--- src/rtl/param_arbiter_if.sv ---
// param_arbiter_if: requester-side bundle of the parameter RAM port-B arbiter.
// Carries per-requester valid/addr/ready and the shared registered response.
interface param_arbiter_if #(
    parameter int NUM_REQ    = 4,
    parameter int ADDR_WIDTH = 7,
    parameter int DATA_WIDTH = 16
);
    logic [NUM_REQ-1:0]            req_valid;
    logic [NUM_REQ*ADDR_WIDTH-1:0] req_addr;
    logic [NUM_REQ-1:0]            req_ready;
    logic [NUM_REQ-1:0]            rsp_valid;
    logic [DATA_WIDTH-1:0]         rsp_data;

    modport master (
        output req_valid,
        output req_addr,
        input  req_ready,
        input  rsp_valid,
        input  rsp_data
    );

    modport slave (
        input  req_valid,
        input  req_addr,
        output req_ready,
        output rsp_valid,
        output rsp_data
    );
endinterface

--- src/rtl/param_arbiter.sv ---
// param_arbiter: round-robin arbiter sharing parameter RAM port B reads.
// Define PARAM_ARB_FIXED_PRIORITY_EN for fixed lowest-index-wins priority.
module param_arbiter #(
    parameter int NUM_REQ    = 4,
    parameter int ADDR_WIDTH = 7,
    parameter int DATA_WIDTH = 16
) (
    input  logic                  clk,
    input  logic                  rst,
    param_arbiter_if.slave        bus,
    output logic [ADDR_WIDTH-1:0] ram_addr_b,
    input  logic [DATA_WIDTH-1:0] ram_q_b
);
    localparam int PW = (NUM_REQ > 1) ? $clog2(NUM_REQ) : 1;

    logic [ADDR_WIDTH-1:0] addr_a [NUM_REQ];
    logic [PW-1:0]         base;
    logic [PW:0]           sum;
    logic [PW-1:0]         idx;
    logic [PW-1:0]         gnt_idx;
    logic [NUM_REQ-1:0]    grant;
    logic                  found;
    logic                  xfer;

    logic [ADDR_WIDTH-1:0] last_addr_q, last_addr_d;
    logic [NUM_REQ-1:0]    pend_q, pend_d;
    logic [NUM_REQ-1:0]    rsp_valid_q, rsp_valid_d;
    logic [DATA_WIDTH-1:0] rsp_data_q, rsp_data_d;

    for (genvar i = 0; i < NUM_REQ; i++) begin : g_addr
        assign addr_a[i] = bus.req_addr[i*ADDR_WIDTH +: ADDR_WIDTH];
    end

    // Search upward from base with wrap; the first valid requester wins.
    always_comb begin
        grant   = '0;
        gnt_idx = '0;
        found   = 1'b0;
        sum     = '0;
        idx     = '0;
        for (int k = 0; k < NUM_REQ; k++) begin
            sum = {1'b0, base} + (PW+1)'(k);
            if (sum >= (PW+1)'(NUM_REQ)) begin
                sum = sum - (PW+1)'(NUM_REQ);
            end
            idx = sum[PW-1:0];
            if (!found && bus.req_valid[idx]) begin
                found   = 1'b1;
                gnt_idx = idx;
            end
        end
        if (found) begin
            grant[gnt_idx] = 1'b1;
        end
    end

    assign xfer          = found;
    assign bus.req_ready = grant;

`ifdef PARAM_ARB_FIXED_PRIORITY_EN
    assign base = '0;
`else
    logic [PW-1:0] ptr_q, ptr_d;

    // Move priority to just past the requester that won this cycle.
    always_comb begin
        ptr_d = ptr_q;
        if (xfer) begin
            if (gnt_idx == PW'(NUM_REQ - 1)) begin
                ptr_d = '0;
            end else begin
                ptr_d = gnt_idx + 1'b1;
            end
        end
    end

    // Priority pointer register.
    always_ff @(posedge clk) begin
        if (rst) begin
            ptr_q <= '0;
        end else begin
            ptr_q <= ptr_d;
        end
    end

    assign base = ptr_q;
`endif

    // Keep the RAM address parked on the last granted address when idle.
    always_comb begin
        last_addr_d = last_addr_q;
        if (xfer) begin
            last_addr_d = addr_a[gnt_idx];
        end
    end

    assign ram_addr_b = last_addr_d;

    // Grant -> pend -> response strobe; data captured only for real reads.
    always_comb begin
        pend_d      = grant;
        rsp_valid_d = pend_q;
        rsp_data_d  = rsp_data_q;
        if (|pend_q) begin
            rsp_data_d = ram_q_b;
        end
    end

    // Pipeline and parked-address registers; reset drops in-flight reads.
    always_ff @(posedge clk) begin
        if (rst) begin
            last_addr_q <= '0;
            pend_q      <= '0;
            rsp_valid_q <= '0;
            rsp_data_q  <= '0;
        end else begin
            last_addr_q <= last_addr_d;
            pend_q      <= pend_d;
            rsp_valid_q <= rsp_valid_d;
            rsp_data_q  <= rsp_data_d;
        end
    end

    assign bus.rsp_valid = rsp_valid_q;
    assign bus.rsp_data  = rsp_data_q;
endmodule

--- src/flat_wrapper.sv ---
// flat-port wrapper written by rule: the top's interface ports become plain ports
module param_arbiter_flat 
#(
    parameter int NUM_REQ    = 4,
    parameter int ADDR_WIDTH = 7,
    parameter int DATA_WIDTH = 16
)
  (clk, rst, ram_addr_b, ram_q_b, bus_req_valid, bus_req_addr, bus_req_ready, bus_rsp_valid, bus_rsp_data);
  param_arbiter_if #(.NUM_REQ(NUM_REQ), .ADDR_WIDTH(ADDR_WIDTH), .DATA_WIDTH(DATA_WIDTH)) bus_i ();
  input  logic clk;
  input  logic rst;
  output logic [ADDR_WIDTH-1:0] ram_addr_b;
  input  logic [DATA_WIDTH-1:0] ram_q_b;
  input wire logic [$bits(bus_i.req_valid)-1:0] bus_req_valid;
  input wire logic [$bits(bus_i.req_addr)-1:0] bus_req_addr;
  output wire logic [$bits(bus_i.req_ready)-1:0] bus_req_ready;
  output wire logic [$bits(bus_i.rsp_valid)-1:0] bus_rsp_valid;
  output wire logic [$bits(bus_i.rsp_data)-1:0] bus_rsp_data;
  assign bus_i.req_valid = bus_req_valid;
  assign bus_i.req_addr = bus_req_addr;
  assign bus_req_ready = bus_i.req_ready;
  assign bus_rsp_valid = bus_i.rsp_valid;
  assign bus_rsp_data = bus_i.rsp_data;
  param_arbiter #(.NUM_REQ(NUM_REQ), .ADDR_WIDTH(ADDR_WIDTH), .DATA_WIDTH(DATA_WIDTH)) u_core (.clk(clk), .rst(rst), .bus(bus_i), .ram_addr_b(ram_addr_b), .ram_q_b(ram_q_b));
endmodule
--- config.mk ---
export PLATFORM = sky130hd
export DESIGN_NAME = param_arbiter_flat
export DESIGN_NICKNAME = d
export VERILOG_FILES = /design/src/rtl/param_arbiter_if.sv /design/src/rtl/param_arbiter.sv /design/src/flat_wrapper.sv
export SDC_FILE = /design/constraint.sdc
export NUM_CORES = 1
export LEC_CHECK = 0
export CAP_MARGIN = 20
export CORE_MARGIN = 2
export CORE_UTILIZATION = 36
export CTS_CLUSTER_DIAMETER = 120
export DETAILED_ROUTE_END_ITERATION = 12
export PLACE_DENSITY = 0.85
export SLEW_MARGIN = 40
export SYNTH_ARGS = -nofsm -noshare
export SYNTH_HDL_FRONTEND = slang
export SYNTH_SLANG_ARGS = --single-unit
--- constraint.sdc ---
create_clock -name clk -period 1.8 [get_ports clk]
set_input_delay 0.27 -clock clk [delete_from_list [all_inputs] [get_ports clk]]
set_output_delay 0.27 -clock clk [all_outputs]
set_load 0.02 [all_outputs]
# [After elaboration in Yosys (flattened, before gate mapping)]
# Cells that the tools add are included.
[op_classes] n_addsub=8 n_lt_le_gt_ge=11 n_eq_ne=1 mux=28 n_bitwise=1 n_reduce_logical=8
[ops] cell="two-way mux 7 bit" n=3
[ops] cell="two-way mux 2 bit" n=9
[ops] cell="< comparator 2 x 3 -> 1 bit, second input constant" n=5
[ops] cell="binary-select mux 7 bit (select 2 bit)" n=1
[ops] cell="greater-or-equal comparator 3 bit, second input constant" n=4
[ops] cell="two-way mux 1 bit" n=9
[ops] cell="binary-select mux 1 bit (select 2 bit)" n=4
[ops] cell="subtractor 2 x 1 -> 2 bit, second input constant" n=4
[ops] cell="adder 2 x 2 -> 3 bit, second input constant" n=2
[ops] cell="logical AND 1 bit" n=4
[ops] cell="two-way mux 4 bit" n=1
[ops] cell="OR reduction 4 bit" n=1
[ops] cell="adder 2 x 1 -> 3 bit, second input constant" n=1
[ops] cell="greater-or-equal comparator 2 x 3 -> 1 bit, second input constant" n=1
[ops] cell="logical NOT 1 bit" n=3
[ops] cell="NOT 2 -> 3 bit" n=1
[ops] cell="adder 2 x 1 -> 2 bit, second input constant" n=1
[ops] cell="demux 1 bit (select 2 bit)" n=1
[ops] cell="== test 2 bit, second input constant" n=1
[ops] cell="greater-or-equal comparator 2 x 1 -> 1 bit, second input constant" n=1
[word_totals] regBits=33 out_inout_bits=31

# [Logic depth before layout (Yosys ltp)]
# Gate-level depths: netlist of run 1.
[logic_depth] word_depth=19 mapped_depth=8 ltp_nobuf=7

# [Worst setup path after synthesis of run 1]
# OpenSTA, ideal clock, no wires.
[synth_path] path_kind="register -> output" start="register u_core.ptr_q[0] (netlist: u_core.base[0])" end="output port ram_addr_b[0]" t_arrival_ns=1.735 required_ns=1.530 path_slack_ns=-0.205 path_stages_with_launch=8 path_buffers=1 cell_sequence="dfxtp_1 > and2b_4 > nor4b_4 > or2_4 > inv_8 > buf_12 > a211oi_4 > a211oi_1"
[synth_via] elab_chain_cells=19 elab_cells_between_ends=42
[synth_lines] element="from (decl)" line_no="param_arbiter.sv:63" rtl="logic [PW-1:0] ptr_q, ptr_d;"
[synth_lines] element="from (signal assigned)" line_no="param_arbiter.sv:82" rtl="ptr_q <= ptr_d;"
[synth_lines] element="branches (longest 18 deep; another with adder 2 x 1 -> 3 bit)"
[synth_lines] element="two-way mux 7 bit (*)" line_no="param_arbiter.sv:92" rtl="if (xfer) begin"
[synth_lines] element="to (decl)" line_no="flat_wrapper.sv:12" rtl="output logic [ADDR_WIDTH-1:0] ram_addr_b;"
# Every way passes the cells marked *. The select of a mux whose other input is x is not followed.

# [Final worst setup path of run 1]
[layout_path] start="register u_core.ptr_q[0] (netlist: u_core.base[0])" end="output port ram_addr_b[6]"
# The elaborated chain is that of the path after synthesis.

==> run_results.csv, run 1 <==
group,metric,value,unit
status,status,"finished with violations",
status,violations,"setup timing",
synth,synth_compound_area_share,24.77,%
placed_design,dp_hpwl,3408,um
clocking,cts_sinks,33,
critical_path,critPathArrivalTime,2.06,ns
floorplan,die_area,5116,um2
synth,synth_area_leaders,"dfxtp_1 40%, a211oi_2 7.6%, nand2_1 7.5%",
finish,final_net_count,335,
clocking,cts_root_buf,"clkbuf_8",
routing,drt_iter0_drc,44,
job,cap_violations,0,
sta,finalClockSkew,0.006246,ns
clocking,hold_buffers,0,
clocking,clkLatencyLatePin,0.28,ns
synth,syn_area_per_cell,9.171,um2
power,p_clk_share,22.4,%
sta,timing.final.crit_share,129.4,%
power,max-vdd-ir-drop,0.0005298,V
floorplan,row_count,24,
global_route,overflow,0,
clocking,cts_made_buffers,5,
finish,n_fill_cell,345,
floorplan,dieWidth,71.53,um
finish,fin_area,2947,um2
floorplan,die_h,71.53,um
hold_path,hold_path.class,"register to register",
global_route,grt_max_degree,17,
global_route,grt_pass1_wl,7562,um
synth,synthXorXnorAreaFrac,0,%
routing,firstDrtPassIters,4,
finish,final_layout_size_suffix_gt1_share,31.21,%
synth,synth-seq-cells,33,
routing,drc,0,
global_route,grt_pass1_vias,1706,
critical_path,required,1.53,ns
critical_path,startpoint_type,"register",
synth,netlist_area,1642,um2
sta,rsz0062_at_grt,"true",
synth,async_reset_ff_share,0,%
sta,setup_ws,-0.5292,ns
critical_path,crit_type,"register to output port",
power,switchingPower,1.140,mW
synth,synth_edf_count,0,
global_route,antenna_found_initial,0,
clocking,cts_tree,"built",
placed_design,port_buffers,80,
synth,synth_cell_types,34,
routing,viasPerCell,5.051,
sta,period_minus_slack,2.329,ns
power,p_sw_share,35.50,%
finish,syn_to_final_growth,79.50,%
placed_design,dpl_cell_area,2624,um2
routing,avgRoutedWirePerCell,14.79,um
power,p_leak,1.140,nW
critical_path,critPathCaptureType,"output port",
synth,synth_ff_type,"dfxtp_1",
synth,syn_inst,179,
power,combinationalPowerShare,48.8,%
floorplan,core-area,4384,um2
routing,dr_total_vias,1687,
synth,synthMuxAreaShare,2.439,%
sta,slew_viol_final,0,
synth,ys_seq_area_share,40.24,%
clocking,path_clk_slew,0.07,ns
synth,synth_largest_area_cell,"dfxtp_1",
clocking,cts_buffer_depth,2,
sta,clock.fmax,0.4293,GHz
power,intPower,2.073,mW
synth,yosysWarnings,0,
synth,synth_adder_area_share,3.049,%
sta,relSlewSlack,62.16,%
finish,diodes,0,
sta,setup_viol_count_final,15,
floorplan,floorplan.initialDensity,37.44,%
power,seqPwrFrac,28.9,%
global_route,grtUsageTotal,18.76,%
synth,synth_top_family_by_area,"compound AO/OA/AOI/OAI gates",
sta,final_hold_viol_count,0,
sta,tns,-5.242,ns
clocking,cts_max_level,2,
routing,ant_nets,0,
synth,synth_nets,233,
critical_path,path_max_fanout,16,
sta,tightest_slew,0.5658,ns
synth,synth.cells.most_frequent,"33 x dfxtp_1, 33 x nand2_1, 17 x a21oi_1, 11 x nor2_1",
synth,synth_top_area_share,40.24,%
floorplan,ios,81,
routing,wl,4940,um
synth,synth_simple_gate_area_share,24.31,%
placed_design,gp_congestion,0.7943,
power,pwr_density_cell,1090,nW/um2
[area by class of cell]
| class | count | area, um2 | share of cell area [%] |
|---|---|---|---|
| multi-input cells | 132 | 1094 | 37.11 |
| clock inverters | 1 | 30.03 | 1.019 |
| repair buffers | 105 | 970.9 | 32.95 |
| inverters | 4 | 32.53 | 1.104 |
| well taps | 52 | 65.06 | 2.208 |
| clock buffers | 7 | 86.33 | 2.930 |
| flip-flops and latches | 33 | 668.1 | 22.68 |
[flip-flops by register name, summed over array words and instances, names as in the netlist]
register and count:
u_core.bus.rsp_data 16, u_core.last_addr_q 7, u_core.bus.rsp_valid 4, u_core.pend_q 4
u_core.base 2
[cell usage in the layout (no fill, tap or decap), types with 2 or more instances in the layout]
master	n
buf_4	24
nor4_1	4
ha_4	2
a211oi_2	7
inv_1	2
and2_4	3
buf_2	5
clkbuf_8	6
dfxtp_4	2
nor2b_4	2
o21a_1	9
buf_6	6
clkdlybuf4s50_1	65
dfxtp_1	31
dlygate4sd2_1	3
a21oi_1	17
a2111oi_4	3
nand2_1	33
nor2b_1	8
nor3_2	4
mux2i_2	2
a211oi_4	7
ha_1	2
nor2_1	11
[path summary, 6_finish.rpt]
check	slack, ns	start	cells past startpoint	end
setup / recovery	-0.53	u_core.base[0]	7	ram_addr_b[6]
hold / removal	0.45	u_core.bus.rsp_data[6]	2	u_core.bus.rsp_data[6]
setup reg to reg	-0.12	u_core.base[0]	7	u_core.last_addr_q[5]
hold reg to reg	0.45	u_core.bus.rsp_data[6]	2	u_core.bus.rsp_data[6]
[metal layers]
layer	GRT usage [%]	part of all wire [%]	vias to the layer above	routed length (um)
li1	-	-	821	-
met1	21.57	41	791	2009
met2	33.85	52	64	2550
met3	5.063	5.6	11	275
met4	5.660	2.1	0	106
met5	0	0	-	0
[through the flow]
step	setup slack [ns]	hold slack, ns	power [mW]	instances	utilization (%)
2_1_floorplan	-0.01840	0.3389	1.746	179	-
3_3_place_gp	-0.9211	0.4375	2.283	320	59.85
3_5_place_dp	-0.9832	0.4447	2.313	320	59.85
4_1_cts	-0.4883	0.4535	3.146	333	65.47
5_1_grt	-0.5804	0.4687	3.371	334	67.21
6_report	-0.5292	0.4522	3.213	334	67.21
[repair_timing]
action                                  CTS  global route
gates cloned                              1             0
buffers inserted                          4             2
endpoints found under the setup margin   15            16
gates resized for setup                  81            12
pin swaps                                 7             2
[worst max-delay path, stage by stage (launching register included)]
cell and delay (ns):
dfxtp_4 0.37, and2b_4 0.20, nor4b_4 0.28, or2_4 0.24
inv_12 0.09, mux2i_2 0.17, a211oi_2 0.25, buf_4 0.19
[cells by family after synthesis]
kind of cell	after synthesis
simple gates	76
compound gates	48
flops	33
buf+inv	14
mux	4
fa+ha+maj	4
[power groups by stage]
stage	Sequential [mW]	Combinational, mW	Clock, mW
after global routing	0.940	1.67	0.759
after detailed placement	0.937	1.38	0
final	0.928	1.57	0.718
after global placement	0.930	1.35	0
after CTS	0.926	1.49	0.730
after floorplan	1.01	0.734	0
Note: power is estimated with default switching activity, not from simulation.
==> run 2, diff against run 1 <==
PLACE_DENSITY = 0.77   (was 0.85)
TNS_END_PERCENT = 1   (was not set)
==> run_results.csv, run 2 (synthesis gave the netlist of run 1 again) <==
group,metric,value,unit
critical_path,rr_worst_depth,7,
finish,n_fill_cell,393,
floorplan,dieWidth,71.53,um
clocking,cts_tree,"built",
sta,setup_ws,-0.4318,ns
floorplan,die_h,71.53,um
status,status,"finished with violations",
critical_path,required,1.53,ns
critical_path,crit_chain,"and2b_4, nor4b_4, or2_4, inv_12, mux2i_2, a211oi_2, buf_4",
finish,layout_commonest_cell,"clkdlybuf4s50_1",
power,intPower,1.880,mW
routing,avgRoutedWirePerCell,14.17,um
finish,syn_to_final_growth,76.14,%
hold_path,hold_path.class,"register to register",
routing,drc,0,
routing,firstDrtPassIters,4,
clocking,cts_buffer_depth,2,
job,cap_violations,0,
global_route,overflow,0,
power,p_leak,1.124,nW
critical_path,crit_type,"register to output port",
critical_path,critPathCaptureType,"output port",
finish,final_layout_size_suffix_gt1_share,29.64,%
power,total_power,3.017,mW
routing,dr_total_vias,1627,
global_route,grt_pass1_vias,1618,
sta,timing.final.crit_share,124.0,%
placed_design,port_buffers,80,
floorplan,die_area,5116,um2
sta,relSlewSlack,65.06,%
finish,largest_register_ffs,16,
critical_path,r2r-end,"u_core.last_addr_q[0]",
critical_path,path_max_fanout,16,
routing,drt_iter0_drc,60,
floorplan,ios,81,
floorplan,floorplan.initialDensity,37.44,%
clocking,path_clk_slew,0.07,ns
hold_path,min_path_cells,2,
routing,wl,4703,um
critical_path,critPathArrivalTime,1.96,ns
status,violations,"setup timing",
clocking,cts_made_buffers,5,
placed_design,gp_congestion,0.8854,
clocking,cts_root_buf,"clkbuf_8",
power,p_clk_share,17.9,%
hold_path,min_from,"u_core.bus.rsp_data[0]",
critical_path,slowest_delay,0.33,ns
sta,setup_viol_count_final,13,
sta,period_minus_slack,2.232,ns
critical_path,slowest_stage,"dfxtp_2",
global_route,grt_max_degree,24,
critical_path,startpoint_type,"register",
routing,viasPerCell,4.901,
finish,diodes,0,
clocking,hold_buffers,0,
finish,mostFrequentLayoutCells,"65 x clkdlybuf4s50_1, 33 x nand2_1, 31 x dfxtp_1, 28 x buf_4, 17 x a21oi_1",
power,pwr_density_cell,1043,nW/um2
power,seqPwrFrac,30.6,%
global_route,grtUsageTotal,19.06,%
floorplan,core-area,4384,um2
power,switchingPower,1.137,mW
routing,ant_nets,0,
clocking,cts_max_level,2,
global_route,grt_pass1_wl,7624,um
finish,final_net_count,333,
critical_path,reg2reg_setup_slack,-0.01,ns
global_route,antenna_found_initial,0,
power,p_sw_share,37.69,%
floorplan,row_count,24,
power,max-vdd-ir-drop,0.0004504,V
sta,tightest_slew,0.5241,ns
critical_path,r2r-start,"u_core.base[0]",
sta,rsz0062_at_grt,"true",
sta,clock.fmax,0.4481,GHz
power,combinationalPowerShare,51.6,%
clocking,clkLatencyLatePin,0.28,ns
clocking,cts_sinks,33,
hold_path,hold_path_end,"u_core.bus.rsp_data[0]",
sta,slew_viol_final,0,
finish,post-route-util,65.95,%
sta,finalClockSkew,0.005765,ns
placed_design,dp_hpwl,3228,um
sta,final_hold_viol_count,0,
run 2: changes by cell type in the layout (fill, tap and decap cells not counted), sizes merged:
| cell | previous run | this run |
|---|---|---|
| clkinvlp | 0 | 1 |
| dlygate4sd2 | 3 | 4 |
| buf | 35 | 34 |
| bufinv | 1 | 0 |
| clkbuf | 7 | 5 |
| clkdlybuf4s15 | 2 | 0 |
| clkinv | 1 | 3 |
run 2: through the flow:
step	setup TNS, ns	hold slack, ns	cell area (um2)	setup WS, ns	instances
global placement	-12.86	0.4373	2644	-0.9307	321
global route	-5.198	0.4717	2892	-0.5189	332
CTS	-3.987	0.4524	2851	-0.4226	332
detailed placement	-13.63	0.4425	2644	-0.9615	321
floorplan	-0.05397	0.3389	1677	-0.02959	179
finish	-4.008	0.4480	2892	-0.4318	332
run 2: metal layers:
layer / global-route usage, % / wire (um) / vias up
li1: - / - / 819
met1: 23.45 / 2026 / 737
met2: 31.17 / 2250 / 67
met3: 6.751 / 392 / 4
met4: 6.289 / 34 / 0
met5: 0 / 0 / -
run 2: critical path, delay by kind of cell (launching register included):
kind | cells | cell delay [ns]
muxes | 1 | 0.17
AOI/OAI and AO/OA | 1 | 0.25
DFF | 1 | 0.33
and+or+nand+nor | 3 | 0.66
buffers and inverters | 2 | 0.26
run 2: final cells by class:
type	count	area (um2)	share of cell area, %
clock buffer	5	68.82	2.380
clock inverter	3	17.52	0.6058
inverter	4	32.53	1.125
multi-input combinational	132	1085	37.52
sequential	33	663.1	22.93
tap	52	65.06	2.250
timing repair buffer	103	959.7	33.19
run 2: worst max path at each step:
stage,start,to
global route,u_core.base[0],ram_addr_b[0]
finish,u_core.base[0],ram_addr_b[0]
detailed placement,bus_req_valid[2],ram_addr_b[6]
floorplan,u_core.base[0],ram_addr_b[6]
CTS,u_core.base[0],ram_addr_b[0]
global placement,bus_req_valid[3],ram_addr_b[0]
run 2: what timing repair did:
action | 4_1_cts | 5_1_grt
endpoints found under the hold margin | 0 | 0
cloned | 1 | 0
buffers inserted | 2 | 0
pin swaps | 15 | 2
endpoints found under the setup margin | 16 | 16
gates resized for setup | 83 | 6
run 2: power by group through the flow:
stage / clock, mW / sequential [mW] / combinational [mW]
floorplan: 0 / 1.01 / 0.741
global placement: 0 / 0.929 / 1.39
detailed placement: 0 / 0.936 / 1.41
CTS: 0.560 / 0.922 / 1.52
global route: 0.603 / 0.938 / 1.67
finish: 0.539 / 0.922 / 1.56
